## config.mk

```make
export PLATFORM = sky130hd
export DESIGN_NAME = muldiv_unit
export DESIGN_NICKNAME = d
export VERILOG_FILES = /design/src/rtl/muldiv_unit_pkg.sv /design/src/rtl/muldiv_unit_md_neg.sv /design/src/rtl/muldiv_unit.sv
export SDC_FILE = /design/constraint.sdc
export NUM_CORES = 1
export LEC_CHECK = 0
export ABC_CLOCK_PERIOD_IN_PS = 3300
export CORE_ASPECT_RATIO = 1.25
export CORE_MARGIN = 5
export CORE_UTILIZATION = 53
export DETAILED_ROUTE_END_ITERATION = 16
export GPL_ROUTABILITY_DRIVEN = 1
export PLACE_DENSITY = 0.79
export SLEW_MARGIN = 20
export SYNTH_ARGS = -nofsm -noshare
export SYNTH_HDL_FRONTEND = slang
export SYNTH_SLANG_ARGS = --single-unit
```

## constraint.sdc

```tcl
create_clock -name clock -period 3.3 [get_ports clock]
set_input_delay 0.33 -clock clock [delete_from_list [all_inputs] [get_ports clock]]
set_output_delay 0.33 -clock clock [all_outputs]
set_load 0.05 [all_outputs]
```

## src/rtl/muldiv_unit_pkg.sv

```systemverilog
// Shared definitions for the multiply/divide unit: MD_* opcode encodings
// and small opcode classification helpers.
package muldiv_unit_pkg;

    localparam logic [2:0] MD_NOP   = 3'd0;
    localparam logic [2:0] MD_MULT  = 3'd1;
    localparam logic [2:0] MD_MULTU = 3'd2;
    localparam logic [2:0] MD_DIV   = 3'd3;
    localparam logic [2:0] MD_DIVU  = 3'd4;
    localparam logic [2:0] MD_MTHI  = 3'd5;
    localparam logic [2:0] MD_MTLO  = 3'd6;
    localparam logic [2:0] MD_MF    = 3'd7;

    // Signed ops take operand magnitudes and sign-correct the result.
    function automatic logic md_is_signed(input logic [2:0] op);
        return (op == MD_MULT) || (op == MD_DIV);
    endfunction

endpackage

```

## src/rtl/muldiv_unit_md_neg.sv

```systemverilog
// Conditional two's-complement negator; used for operand magnitudes and
// for the final sign correction of products, quotients and remainders.
module md_neg #(
    parameter int W = 32
) (
    input  logic         neg,
    input  logic [W-1:0] a,
    output logic [W-1:0] y
);

    assign y = neg ? (W'(0) - a) : a;

endmodule

```

## src/rtl/muldiv_unit.sv

```systemverilog
// Iterative radix-2 multiply/divide unit owning the HI/LO registers.
// Multiplies and divides take 32 RUN cycles plus one FIX cycle; divide by
// zero skips RUN entirely.
module muldiv_unit
    import muldiv_unit_pkg::*;
(
    input  logic        clock,
    input  logic        rst_n,
    input  logic [2:0]  op,
    input  logic        sel_hi,
    input  logic        pause,
    input  logic [31:0] s,
    input  logic [31:0] t,
    output logic [31:0] res,
    output logic        busy,
    output logic [31:0] hi,
    output logic [31:0] lo
);

    typedef enum logic [1:0] {
        S_IDLE = 2'd0,
        S_RUN  = 2'd1,
        S_FIX  = 2'd2
    } state_e;

    state_e      state_q, state_d;
    logic [4:0]  cnt_q, cnt_d;
    logic [63:0] w_q, w_d;          // {acc,multiplier} or {rem,quot}
    logic [31:0] b_q, b_d;          // multiplicand or divisor magnitude
    logic        is_div_q, is_div_d;
    logic        neg_quot_q, neg_quot_d;
    logic        neg_rem_q, neg_rem_d;
    logic [31:0] hi_q, hi_d;
    logic [31:0] lo_q, lo_d;
    logic        busy_q, busy_d;

    logic        op_signed;
    logic [31:0] s_abs, t_abs;
    logic [63:0] mul_next, div_next;
    logic [32:0] mul_sum;
    logic [32:0] rem_sh, rem_diff;
    logic        rem_ok;
    logic [63:0] mul_fix;
    logic [31:0] quot_fix, rem_fix;

    assign op_signed = md_is_signed(op);

    // Operand magnitudes; 0x80000000 stays 0x80000000 as an unsigned value.
    md_neg #(.W(32)) u_abs_s (.neg(op_signed & s[31]), .a(s), .y(s_abs));
    md_neg #(.W(32)) u_abs_t (.neg(op_signed & t[31]), .a(t), .y(t_abs));

    // Sign correction applied in FIX.
    md_neg #(.W(64)) u_fix_mul  (.neg(neg_quot_q), .a(w_q),        .y(mul_fix));
    md_neg #(.W(32)) u_fix_quot (.neg(neg_quot_q), .a(w_q[31:0]),  .y(quot_fix));
    md_neg #(.W(32)) u_fix_rem  (.neg(neg_rem_q),  .a(w_q[63:32]), .y(rem_fix));

    // One radix-2 step of each algorithm from the current working register.
    always_comb begin
        mul_sum  = {1'b0, w_q[63:32]} + (w_q[0] ? {1'b0, b_q} : 33'd0);
        mul_next = {mul_sum, w_q[31:1]};
        rem_sh   = w_q[63:31];
        rem_diff = rem_sh - {1'b0, b_q};
        rem_ok   = ~rem_diff[32];
        div_next = {(rem_ok ? rem_diff[31:0] : rem_sh[31:0]), w_q[30:0], rem_ok};
    end

    // Next-state logic: op acceptance, iteration and result write-back.
    always_comb begin
        // NOTE: every variable gets a default first so no path can infer a latch.
        state_d    = state_q;
        cnt_d      = cnt_q;
        w_d        = w_q;
        b_d        = b_q;
        is_div_d   = is_div_q;
        neg_quot_d = neg_quot_q;
        neg_rem_d  = neg_rem_q;
        hi_d       = hi_q;
        lo_d       = lo_q;

        unique case (state_q)
            S_IDLE: begin
                if (!pause) begin
                    case (op)
                        MD_MTHI: hi_d = s;
                        MD_MTLO: lo_d = s;
                        MD_MULT, MD_MULTU: begin
                            w_d        = {32'd0, s_abs};
                            b_d        = t_abs;
                            is_div_d   = 1'b0;
                            neg_quot_d = op_signed & (s[31] ^ t[31]);
                            neg_rem_d  = op_signed & s[31];
                            cnt_d      = 5'd0;
                            state_d    = S_RUN;
                        end
                        MD_DIV, MD_DIVU: begin
                            is_div_d = 1'b1;
                            cnt_d    = 5'd0;
                            if (t == 32'd0) begin
                                // Preload the raw result; FIX passes it through.
                                w_d        = {s, 32'hFFFF_FFFF};
                                b_d        = 32'd0;
                                neg_quot_d = 1'b0;
                                neg_rem_d  = 1'b0;
                                state_d    = S_FIX;
                            end else begin
                                w_d        = {32'd0, s_abs};
                                b_d        = t_abs;
                                neg_quot_d = op_signed & (s[31] ^ t[31]);
                                neg_rem_d  = op_signed & s[31];
                                state_d    = S_RUN;
                            end
                        end
                        default: ;
                    endcase
                end
            end
            S_RUN: begin
                w_d   = is_div_q ? div_next : mul_next;
                cnt_d = cnt_q + 5'd1;
                if (cnt_q == 5'd31) state_d = S_FIX;
            end
            S_FIX: begin
                if (is_div_q) begin
                    hi_d = rem_fix;
                    lo_d = quot_fix;
                end else begin
                    hi_d = mul_fix[63:32];
                    lo_d = mul_fix[31:0];
                end
                state_d = S_IDLE;
            end
            default: state_d = S_IDLE;
        endcase

        busy_d = (state_d != S_IDLE);
    end

    // State and architectural registers; busy is registered from next state.
    always_ff @(posedge clock or negedge rst_n) begin
        if (!rst_n) begin
            state_q    <= S_IDLE;
            cnt_q      <= 5'd0;
            w_q        <= 64'd0;
            b_q        <= 32'd0;
            is_div_q   <= 1'b0;
            neg_quot_q <= 1'b0;
            neg_rem_q  <= 1'b0;
            hi_q       <= 32'd0;
            lo_q       <= 32'd0;
            busy_q     <= 1'b0;
        end else begin
            // NOTE: non-blocking so every flop samples pre-edge values.
            state_q    <= state_d;
            cnt_q      <= cnt_d;
            w_q        <= w_d;
            b_q        <= b_d;
            is_div_q   <= is_div_d;
            neg_quot_q <= neg_quot_d;
            neg_rem_q  <= neg_rem_d;
            hi_q       <= hi_d;
            lo_q       <= lo_d;
            busy_q     <= busy_d;
        end
    end

    assign hi   = hi_q;
    assign lo   = lo_q;
    assign busy = busy_q;
    assign res  = sel_hi ? hi_q : lo_q;

endmodule

```

After elaboration in Yosys (flattened, before gate mapping). Cells that the tools add are included.

Equality and inequality tests: 14. Multiplexer cells: 36. Bitwise gates (word level): 6. Add/subtract/negate cells: 8. Reduce and logical (&&, ||, !) cells: 15.

Operators by type and width (number): 32-bit 2-to-1 mux (14); 64-bit 2-to-1 mux (4); 64-bit case mux with 2 select lines (2); 32-bit case mux with 2 select lines (3); 1-bit by 32-bit subtractor with 32-bit output (first input constant) (4); 1-bit by 64-bit subtractor with 64-bit output (first input constant) (1); 32-bit by 32-bit adder with 33-bit output (1); 33-bit by 32-bit subtractor with 33-bit output (1); 32-bit zero test (1); 3-bit AND reduction (5); 5-bit 2-to-1 mux (2); 5-bit case mux with 2 select lines (1); 3-bit equality test (second input constant) (3); 2-bit case mux with 2 select lines (2); 2-bit nonzero test (4); 3-bit by 2-bit equality test with 1-bit output (second input constant) (2); 2-bit 2-to-1 mux (3); 1-bit case mux with 2 select lines (3); 5-bit by 1-bit adder with 5-bit output (second input constant) (1); 5-bit equality test (second input constant) (1); 2-bit by 1-bit inequality test with 1-bit output (second input constant) (2); 2-bit inequality test (second input constant) (2); 2-bit OR reduction (2); 4-bit OR reduction (1); 10 further kinds (14).

Bits in registers: 171. Logic and storage cells: 89. Input bits: 71. Output and inout port bits: 97.

Depth between registers and ports, before layout.
Word-level depth: 8. Gate-level depth with buffers: 15. Mapped depth without buffers: 13.

Cells and area by module. A second synthesis with hierarchy kept.

Cell total of the unflattened synthesis: 2154. Area total of the unflattened synthesis: 17835.9 um^2.

By module, submodules not included: muldiv_unit (instances 1, area an instance 13314.0 um^2, cells each 1524, seq. area each 4279.1 um^2); md_neg at u_abs_s ... (instances 4, area an instance 767.0 um^2, cells each 108, seq. area each 0.0 um^2); md_neg at u_fix_mul (instances 1, area an instance 1453.9 um^2, cells each 198, seq. area each 0.0 um^2).

Worst setup path after synthesis. Ideal clock, no wire load.

Kind: register to register. Start point: register w_q[0]. End point: register w_q[59]. Slack: -0.185 ns. Path buffers: 1. Data arrival time: 3.350 ns. Data required time: 3.165 ns. Stages on the path, launching flop included: 15. Cell sequence: dfrtp_1 inv_1 clkbuf_1 nor2_1 ha_1 a21oi_1 o22ai_1 o2111ai_1 a2111oi_0 o31ai_1 o21ai_0 a21boi_0 xnor2_1 a221oi_1 o32ai_1.

Word-level cells in the longest chain between the ends: 4.

RTL lines: start: declaration (RTL line muldiv_unit.sv:28) `logic [63:0] w_q, w_d;`; start signal: assignment (RTL line muldiv_unit.sv:155) `w_q <= w_d;`; 32-bit 2-to-1 mux (RTL line muldiv_unit.sv:59) `mul_sum = {1'b0, w_q[63:32]} + (w_q[0] ? {1'b0, b_q} : 33'd0);`; 32-bit by 32-bit adder with 33-bit output (RTL line muldiv_unit.sv:59); 64-bit 2-to-1 mux (RTL line muldiv_unit.sv:118) `w_d = is_div_q ? div_next : mul_next;`; 64-bit case mux with 2 select lines (RTL line muldiv_unit.sv:80) `unique case (state_q)`.

Every way passes these cells. A chain may end at the register's enable or synchronous reset.

Final worst setup path.
Start point: register b_q[2]. End point: register w_q[54].

Word-level cells in the longest chain between the ends: 4. Elaborated cells on any way between the ends: 6. Classes of those cells: 2 x add/sub; 4 x mux.

RTL lines: start: declaration (RTL line muldiv_unit.sv:29) `logic [31:0] b_q, b_d;`; start signal: assignment (RTL line muldiv_unit.sv:144) `b_q <= 32'd0;`; start signal: assignment (RTL line muldiv_unit.sv:156) `b_q <= b_d;`; 33-bit by 32-bit subtractor with 33-bit output / 32-bit 2-to-1 mux (equally long branches) (RTL line muldiv_unit.sv:62, muldiv_unit.sv:59); 32-bit 2-to-1 mux / 32-bit by 32-bit adder with 33-bit output (equally long branches) (RTL line muldiv_unit.sv:64, muldiv_unit.sv:59); 64-bit 2-to-1 mux * (RTL line muldiv_unit.sv:118); 64-bit case mux with 2 select lines * (RTL line muldiv_unit.sv:80).

Every way passes the cells marked *; elsewhere a longest branch is shown, timed or not.

==> impl_results.md <==
* Outcome: complete, but fails checks
* Failing checks: negative setup slack
* Htree depth at 4
* Grt total ovfl at 0
* Main area contributors after synthesis: dfrtp_1 28%, a21oi_1 6.0%, ha_1 5.8%, xnor2_1 5.8%, nand2_1 5.8%
* Cell count after synthesis at 1936
* Root buf cell: clkbuf_16
* Final WL at 53660 um
* Cell Area, Placed at 0.01869 mm^2
* Core ar. at 0.02823 mm^2
* Syn Std Cell Area at 0.01505 mm^2
* Final Power at 25.38 mW
* Deepest clock path buffer count at 2
* Setup TNS at -2995 ps
* Die height at 198.4 um
* Final Cycle Share at 105.4%
* Placed insts at 2573
* Max Freq at 287.4 MHz
* Pins over their slew limit at 0
* Layout Nets at 2412
* Gr usage total at 32.70%
* Ys flop type: dfrtp_1
* R2R Path End: w_q[54]
* Sequential area share after synthesis at 28.43%
* Seq cells post-synth at 171
* Starting Density at 53.31%
* Final setup margin at -179.0 ps
* Synth area leader: dfrtp_1
* Final setup fails at 32
* Proportion of layout cells with a drive suffix above 1 at 20.95%
* Share of the synthesized area in the top cell type at 28.43%
* Clock-pin slew of the registers on the worst-case setup and hold paths at 80 ps
* Static leakage at 9.117 nW
* Worst Hold Class: register to register
* Rows at 69
* First-pass GRT wire length at 83600 um
* Initial DRC Count at 1354
* EDFF count, synth at 0
* Clock Latency Late Sink at 450 ps
* Syn_nets at 2079
* Avg Vias per Cell at 6.127
* Wirelength per Cell at 20.35 um
* Hold Crit Depth at 2
* Post-route ant nets at 0
* Worst R2R Setup Slack at -180 ps
* DR DRC count at 0
* YS warnings at 0
* Max-cap violations at 0
* CTS Buf Count at 17
* Netlist cell types at 74
* Worst Setup Start Kind: register
* P per Cell Area at 1257 mW/mm^2
* Worst-case clock skew at 13.20 ps
* CTS Sinks at 171
* GPL Wtd Cong at 0.9518
* Area Overhead vs Synth at 34.17%
* Number of buffers added on ports at 167
* Reg2Reg Depth at 15
* Worst setup EP type: register
* WHS Endpoint: b_q[24]
* RSZ-0062 raised after global routing: true
* HPWL after detailed placement at 40840 um
* Maximum VDD drop at 601.1 uV
* Vias after detailed routing at 16160
* Die ar. at 0.03189 mm^2
* Slew Limit Headroom at 34.70%
* Synth Area per Inst at 7.773 um^2
* Arrival time at the worst endpoint at 3790 ps
* RR Startpoint: b_q[2]
* Fin cells at 2637
* Worst Path Max Fanout at 5
* Drt pass-1 iters at 5
* Hold Fails Final Rpt at 0
* Largest net degree at the start of global routing at 72
* Vias in the first global route at 15790
* Antenna violations before repair at 2
* Critical Path RT at 3610 ps
* Cell area after layout at 0.02019 mm^2
* CTS tree: yes
* Critical path class: register to register
* Hold path startpoint: b_q[24]
* Chip width at 160.7 um
* IO Count at 168
* Util after Layout at 71.52%
* Least-Margin Pin Slew at 979.5 ps
* Post-route minimum period at 3479 ps
* Fraction of registers with async set/reset at 100.0%
* # diodes at 0
power breakdown:
group | switching [mW] | internal (mW) | total (mW)
Sequential | 0.918 | 3.11 | 4.03
Combinational | 10.6 | 8.48 | 19.1
Clock | 0.949 | 1.29 | 2.24
layer usage:
| layer | global-route usage, % | vias up | wire (um) |
|---|---|---|---|
| li1 | - | 7621 | - |
| met1 | 40.55 | 7612 | 21580 |
| met2 | 57.07 | 746 | 25750 |
| met3 | 4.228 | 177 | 3637 |
| met4 | 14.89 | 2 | 2682 |
| met5 | 0 | - | 11 |
cell usage after synthesis, types with 19 or more instances:
cell type / n
dfrtp_1: 171
mux2i_1: 55
xnor2_1: 100
a31oi_1: 19
nor4_1: 19
nand3_1: 28
mux2_2: 37
a21oi_1: 179
a21o_1: 52
ha_1: 70
o31ai_1: 27
inv_1: 63
clkbuf_1: 101
o21ai_0: 169
nor2_1: 201
xor2_1: 74
nand2_1: 233
nor3_1: 45
a221oi_1: 22
through the flow:
| step | hold WS [ps] | worst slack (ps) |
|---|---|---|
| 3_3_place_gp | 402.3 | -161.2 |
| 4_1_cts | 488.9 | -145.9 |
| 6_report | 483.6 | -179.0 |
| 2_1_floorplan | 34.41 | 0.6626 |
| 3_5_place_dp | 407.0 | -259.3 |
| 5_1_grt | 508.1 | -339.1 |
flip-flops by register name, indices dropped and copies added, names as in the netlist:
| name | count |
|---|---|
| w_q | 64 |
| b_q | 32 |
| hi | 32 |
| lo | 32 |
| cnt_q | 5 |
| state_q | 2 |
| busy | 1 |
| is_div_q | 1 |
| neg_quot_q | 1 |
| neg_rem_q | 1 |
logic make-up after synthesis:
group,count (synthesis),share of synthesized area (%)
flops,171,28.43
mux,92,6.427
buf+inv,187,4.772
compound gates,601,24.98
fa+ha+maj,72,6.086
xor+xnor,174,10.13
simple gates,639,19.17
worst max-delay path, stage by stage (launching register included):
cell and delay (ps):
dfrtp_1 380, inv_1 140, ha_1 260, nor2b_2 160, o31a_1 330, o2111ai_4 280, a2111oi_4 130, buf_4 170
o2111a_1 260, nor4_4 260, buf_6 170, buf_12 110, buf_16 120, mux2_2 340, mux2i_1 130, a21oi_1 80
how the worst max path moves through the flow:
stage,slack (ps),end,depth (start not counted),start
after global placement,-160,w_q[59],14,w_q[0]
after detailed placement,-260,w_q[59],15,w_q[0]
after global routing,-340,w_q[60],16,w_q[0]
after CTS,-150,w_q[36],15,b_q[0]
after floorplan,0.7,w_q[38],13,w_q[31]
final,-180,w_q[54],15,b_q[2]
cells in the final DEF, fill, tap and decap left out, drive strengths merged, types with 8 or more instances in the layout:
cell,n
nor2b,18
o21ai,175
ha,70
nand2,233
o31ai,27
and2,12
nor2,201
clkbuf,18
nor4,20
inv,69
nor3,46
a211oi,18
or2,9
mux2,37
o41ai,12
nand2b,16
o311ai,13
buf,302
a31oi,19
a21oi,180
mux2i,55
nand4,11
or3,16
a221oi,22
o211ai,9
clkdlybuf4s50,134
nand3,28
and3,8
a21o,52
xor2,74
xnor2,100
dfrtp,171
area by class of cell:
type / count / area, um^2
Fill cell: 2256 / 8039
Inverter: 63 / 239.0
Tap cell: 355 / 444.2
Sequential cell: 171 / 4284
Multi-Input combinational cell: 1578 / 10560
Timing Repair inverter: 1 / 7.507
Clock inverter: 14 / 206.4
Clock buffer: 18 / 429.2
Timing Repair Buffer: 437 / 4021
repair_timing:
action                                 CTS  global route
buffers inserted                        15            12
setup endpoints to repair               39            56
pin swaps                               20            59
endpoints found under the hold margin   68             0
cloned                                   4             0
hold buffers                             1             0
gates resized for setup                 71            93
Power figures use the tool's default switching activity.
